[src/rtl/ioctl_upload_reader_pkg.sv]
// Shared types and constants for the ioctl upload (read-back) responder.
package ioctl_upload_reader_pkg;

    // Request lifecycle: wait for a strobe, win the RAM port, ride out the
    // RAM pipeline, or answer an out-of-range index without touching RAM.
    typedef enum logic [1:0] {
        StIdle  = 2'd0,
        StReq   = 2'd1,
        StLat   = 2'd2,
        StFillv = 2'd3
    } state_e;

    // Byte returned for indices past the end of the exposed window.
    localparam logic [7:0] FillDefault = 8'hFF;

    // The served-reads counter sticks at all-ones instead of wrapping.
    localparam logic [16:0] BytesReadMax = 17'h1FFFF;

    function automatic logic [16:0] sat_inc(input logic [16:0] v);
        return (v == BytesReadMax) ? v : v + 17'd1;
    endfunction

endpackage

[src/rtl/ioctl_upload_reader.sv]
// Core-side responder for hps_io upload reads: one RAM byte per ioctl_rd
// strobe, fetched through an arbitrated read port, with ioctl_wait held
// until the byte is on ioctl_din.
module ioctl_upload_reader
    import ioctl_upload_reader_pkg::*;
#(
    parameter int unsigned       ADDR_W       = 16,
    parameter logic [ADDR_W-1:0] BASE_ADDR    = '0,
    parameter int unsigned       UPLOAD_BYTES = 65536,
    parameter int unsigned       RAM_LATENCY  = 1,
    parameter logic [7:0]        FILL         = FillDefault
) (
    input  logic              clk_sys_i,
    input  logic              reset_i,
    input  logic              ioctl_upload_i,
    input  logic              ioctl_rd_i,
    input  logic [24:0]       ioctl_addr_i,
    output logic [7:0]        ioctl_din_o,
    output logic              ioctl_wait_o,
    output logic              mem_req_o,
    input  logic              mem_gnt_i,
    output logic [ADDR_W-1:0] mem_addr_o,
    input  logic [7:0]        mem_q_i,
    output logic [16:0]       bytes_read_o,
    output logic              done_o,
    output logic              overrun_o
);

    // One extra bit so a window covering the full 25-bit index space still compares correctly.
    localparam logic [25:0] UploadLimit = 26'(UPLOAD_BYTES);
    localparam logic [1:0]  LatInit     = 2'(RAM_LATENCY - 1);

    state_e             state_q, state_d;
    logic [ADDR_W-1:0]  mem_addr_q, mem_addr_d;
    logic [1:0]         lat_q, lat_d;
    logic [7:0]         din_q, din_d;
    logic [16:0]        bytes_q, bytes_d;
    logic               done_q, done_d;
    logic               overrun_q, overrun_d;
    logic               upload_q, upload_d;
    logic               in_range;

    assign in_range = ({1'b0, ioctl_addr_i} < UploadLimit);

    // Next-state logic: FSM transitions, data capture, session bookkeeping.
    always_comb begin
        state_d    = state_q;
        mem_addr_d = mem_addr_q;
        lat_d      = lat_q;
        din_d      = din_q;
        bytes_d    = bytes_q;
        overrun_d  = overrun_q;
        upload_d   = ioctl_upload_i;
        done_d     = upload_q & ~ioctl_upload_i;

        if (!ioctl_upload_i) begin
            // Session ended: abandon any in-flight read without side effects.
            state_d = StIdle;
        end else begin
            unique case (state_q)
                StIdle: begin
                    if (ioctl_rd_i) begin
                        mem_addr_d = BASE_ADDR + ioctl_addr_i[ADDR_W-1:0];
                        state_d    = in_range ? StReq : StFillv;
                    end
                end
                StReq: begin
                    if (mem_gnt_i) begin
                        lat_d   = LatInit;
                        state_d = StLat;
                    end
                end
                StLat: begin
                    if (lat_q == 2'd0) begin
                        din_d   = mem_q_i;
                        bytes_d = sat_inc(bytes_q);
                        state_d = StIdle;
                    end else begin
                        lat_d = lat_q - 2'd1;
                    end
                end
                StFillv: begin
                    din_d   = FILL;
                    bytes_d = sat_inc(bytes_q);
                    state_d = StIdle;
                end
                default: state_d = StIdle;
            endcase

            // A strobe while busy is dropped; flag it so the host can tell.
            if (ioctl_rd_i && (state_q != StIdle)) begin
                overrun_d = 1'b1;
            end

            // Session start wins over everything else for the counters.
            if (!upload_q) begin
                bytes_d   = '0;
                overrun_d = 1'b0;
            end
        end
    end

    // State and registered outputs; reset returns everything to zero at once.
    always_ff @(posedge clk_sys_i or posedge reset_i) begin
        if (reset_i) begin
            state_q    <= StIdle;
            mem_addr_q <= '0;
            lat_q      <= '0;
            din_q      <= '0;
            bytes_q    <= '0;
            done_q     <= 1'b0;
            overrun_q  <= 1'b0;
            upload_q   <= 1'b0;
        end else begin
            state_q    <= state_d;
            mem_addr_q <= mem_addr_d;
            lat_q      <= lat_d;
            din_q      <= din_d;
            bytes_q    <= bytes_d;
            done_q     <= done_d;
            overrun_q  <= overrun_d;
            upload_q   <= upload_d;
        end
    end

    // Wait covers the strobe cycle combinationally so hps_io never sees a gap.
    assign ioctl_wait_o = (state_q != StIdle) | (ioctl_rd_i & ioctl_upload_i);
    // Request is gated by the session level so an abort releases the port immediately.
    assign mem_req_o    = (state_q == StReq) & ioctl_upload_i;
    assign mem_addr_o   = mem_addr_q;
    assign ioctl_din_o  = din_q;
    assign bytes_read_o = bytes_q;
    assign done_o       = done_q;
    assign overrun_o    = overrun_q;

endmodule
[config.mk]
export PLATFORM = sky130hd
export DESIGN_NAME = ioctl_upload_reader
export DESIGN_NICKNAME = d
export VERILOG_FILES = /design/src/rtl/ioctl_upload_reader_pkg.sv /design/src/rtl/ioctl_upload_reader.sv
export SDC_FILE = /design/constraint.sdc
export NUM_CORES = 1
export LEC_CHECK = 0
export ABC_AREA = 1
export BUFFER_PORTS_ARGS = -buffer_cell sky130_fd_sc_hd__buf_2
export CORE_AREA = 2 2 85 87
export CTS_CLUSTER_SIZE = 25
export DETAILED_ROUTE_END_ITERATION = 10
export DIE_AREA = 0 0 87 89
export GPL_TIMING_DRIVEN = 0
export PLACE_DENSITY = 0.61
export SKIP_CTS_REPAIR_TIMING = 1
export SLEW_MARGIN = 20
export SYNTH_ARGS = -nofsm -noshare
export SYNTH_HDL_FRONTEND = slang
export SYNTH_SLANG_ARGS = --single-unit
[constraint.sdc]
create_clock -name clk_sys_i -period 3.01 [get_ports clk_sys_i]
set_input_delay 0.1505 -clock clk_sys_i [delete_from_list [all_inputs] [get_ports clk_sys_i]]
set_output_delay 0.1505 -clock clk_sys_i [all_outputs]
set_load 0.05 [all_outputs]
==> run summary <==
The flow ran to the end, and the final reports show no timing, DRC or antenna violations. The estimated wirelength of the detail-placed design came out at 4050 um. The core area is between 6000 and 7000 sq um.

The count of input and output buffers is slightly above 80. The number of buffers created by CTS is 5. TritonCTS built the clock tree. The number of synthesized register bits is 48. The routed wirelength normalized by instance count came out at around 12 um. The layout overhead on the synthesized area came out at 28.6%. The repair_antennas step left the layout with diodes totalling 0.

The die covers 7740 sq um. Among the stages of the critical path, the cell type that occurs most often is nor2_1. The total negative setup slack is 0 ns. Based on the critical path, the design can be clocked at up to 446 MHz. The final-report max-slew violation count is 0. By area the synthesized netlist is led by dfrtp_1, nand2_1, mux2_2. The fraction of the core area covered by cells at the end of the flow is 0.450. The die width came out at a little under 90 um. The initial core utilization came out at 0.350. Counting every sink on the clock net gives 48. The worst register-to-register path begins at bytes_read_o[1]. The cell depth of the worst hold path is 2. The sequential cell area fraction in the yosys report came out at 0.511.

The die boundary height came out at 89 um. The number of antenna violations at the first check in global routing came out at 0. After filler insertion, the fill cell instance count of the layout stands at 698.

The average size of a mapped cell is 8.62 sq um. The min-delay analysis places its worst path in the category in -> reg. The post-route clock period utilization came out at 0.744. The detailed-router iteration count before antenna repair is 4. For the final database, setup skew stands at 0.00437 ns.

The iteration-0 DRC count of the detailed router is 71. The cell count after synthesis is 273. The endpoint required time on the critical path came out at 3.21 ns. In this run the tightest slew margin relative to its limit is 0.647. After detailed routing, the number of remaining DRC violations is 0.

The maximum VDD drop came out at a little under 0.0003 V. The total power per unit cell area came out at 630 nW/um^2. The synthesized area is roughly 2400 sq um. Global routing finished with a remaining overflow of 0.

The data arrival time of the worst path is around 2.4 ns. In this run the most critical hold path is launched from ioctl_addr_i[11]. In the final layout, the share of cells above drive strength 1 is 0.339.

The signal on the critical path passes through ha_1 > nand3_1 > nor2_1 > nand2_1 > nor2_1 > ha_1 > nand2_1 > nand3_2 > nor2_4 > buf_6 > a21oi_1 > nor2_1. The first global-routing pass estimated a little under 9000 um of wire. The number of nets at the end of the flow came out at a little over 400.

The sink of the worst hold path is mem_addr_o[11]. The delay contributed by the slowest stage of the critical path came out at 0.43 ns. The wire length reported by the detailed router is 5370 um.

The biggest area contributor in the post-synthesis netlist is dfrtp_1. For this run, the total global-route usage over all layers was measured as 0.146. In this run the count of I/O pins placed on the die edge is 83. The minimum hold slack is around 0.070 ns.

The endpoint of the worst-slack reg-to-reg timing path is bytes_read_o[10]. The latest clock arrival within the worst-skew pair came out at 0.30 ns. The level count of the clock H-tree came out at 2.

The standard cell area after detailed placement is about 2900 sq um. The kind of end point of the critical path is a register. Dividing the detail-routed via count by the number of cells gives approximately 4.7. The final weighted congestion in routability-driven placement came out at 0.836. The kind of start point of the critical path is a register. The clock-pin slew reported for the worst setup and hold paths after clock tree synthesis came out at 0.09 ns.

The leakage dissipation came out at 1.59 nW. Max-cap violations in this run came to 0. The overall via count from detail_route is 2,104. The via count of the first global-routing pass is 2,027. The number of nets still failing antenna checks after routing is 0. The net count after synthesis is around 310.

The warning count from the yosys run is 0. The top cell types in the final layout, fill and taps aside, are buf_2, nand2_1, dfrtp_1. The number of hold violations in the final report is 0. Setup violations remaining at the end of the flow were counted as 0.

The largest individual stage delay along the critical path comes from the cell dfrtp_1. The most common cell after layout, fill and taps aside is buf_2. Clock tree synthesis selected as its root buffer the cell clkbuf_8. Entering global routing, the biggest net connects 26 pins. The maximum net fanout on the critical path is 10. For the pin with the worst max-slew slack, the measured transition is 0.528 ns. The clock period could shrink to about 2.2 ns. Setup repair after global routing left no endpoint under its margin. The cell area after layout came out at 3020 sq um. The critical path is of the reg -> reg type. The setup slack on the worst flop-to-flop path came out at approximately 0.77 ns. The total number of placement rows came out at 30. For the worst flop-to-flop path, the logic depth is 12. The largest buffer count on any clock path came out at 2.

The area share of the largest cell type after synthesis is 0.511. Yosys mapped the design onto 25 distinct sky130hd cell types.
[worst max path at each step]
stage / start / end / slack [ns] / depth (start not counted)
after global placement: bytes_read_o[1] / bytes_read_o[11] / 0.80 / 12
after CTS: bytes_read_o[1] / bytes_read_o[10] / 0.76 / 12
after detailed placement: bytes_read_o[1] / bytes_read_o[10] / 0.77 / 12
final: bytes_read_o[1] / bytes_read_o[10] / 0.77 / 12
after global routing: bytes_read_o[1] / bytes_read_o[15] / 0.55 / 13
after floorplan: bytes_read_o[1] / bytes_read_o[10] / 0.72 / 12
[where the power goes]
group / leakage (nW) / internal, mW / switching, mW
registers: 0.615 / 0.736 / 0.0502
logic: 0.918 / 0.164 / 0.461
clock network: 0.0614 / 0.272 / 0.223
total: 1.59 / 1.17 / 0.734
[cells by family (layout without fill, tap and decap cells)]
kind of cell	count (synthesis)	count (layout)	synth area share
AOI/OAI and AO/OA	27	27	0.0596
xor gates and xnor gates	1	1	0.00372
adders and majority gates	3	3	0.0160
buffers and inverters	36	129	0.0691
DFF	48	48	0.511
muxes	16	16	0.0782
and+or+nand+nor	142	142	0.263
[critical path: cells and delay by family, from the launching register on]
kind | cells | cell delay (ns)
buf+inv | 1 | 0.14
fa+ha+maj | 2 | 0.42
simple gates | 8 | 0.99
compound gates | 1 | 0.15
flops | 1 | 0.43
[registers in the layout, indices dropped and copies added, names as in the netlist]
register and cells:
mem_addr_o 16, done_o 1, state_q 2, ioctl_din_o 8, lat_q 2, bytes_read_o 17
upload_q 1, overrun_o 1
[layout make-up]
class / count / area [sq um] / area share
Clock inverter: 2 / 38.8 / 0.0128
Clock buffer: 6 / 82.6 / 0.0273
Timing Repair Buffer: 85 / 450 / 0.149
Sequential cell: 48 / 1200 / 0.397
Inverter: 30 / 113 / 0.0372
Buffer: 6 / 50.0 / 0.0165
Tap cell: 80 / 100 / 0.0331
Multi-Input combinational cell: 189 / 988 / 0.327
[synthesized netlist by cell type]
master	count
nand2_1	66
dfrtp_1	48
nor2_1	41
inv_1	26
o21ai_0	19
mux2_2	15
nand3_1	15
nand4_1	11
a21oi_1	6
inv_2	4
buf_6	3
ha_1	3
nor2_2	2
nor2_4	2
nor3_1	2
buf_2	1
buf_4	1
clkbuf_1	1
mux2_4	1
nand2_2	1
nand2_4	1
nand3_2	1
o21bai_1	1
o31ai_1	1
xnor2_1	1
[through the flow]
stage	setup slack (ns)	std cells	power (mW)
global route	0.554	446	2.00
detailed placement	0.772	436	1.43
CTS	0.756	444	1.93
finish	0.769	446	1.91
global placement	0.803	435	1.41
floorplan	0.718	273	1.27
[per-layer routing]
layer	track usage	vias to the layer above	share of wire
li1	-	1066	-
met1	0.177	950	0.45
met2	0.244	76	0.45
met3	0.0452	12	0.072
met4	0.0554	0	0.022
met5	0	-	0
Note: power is estimated with default switching activity, not from simulation.
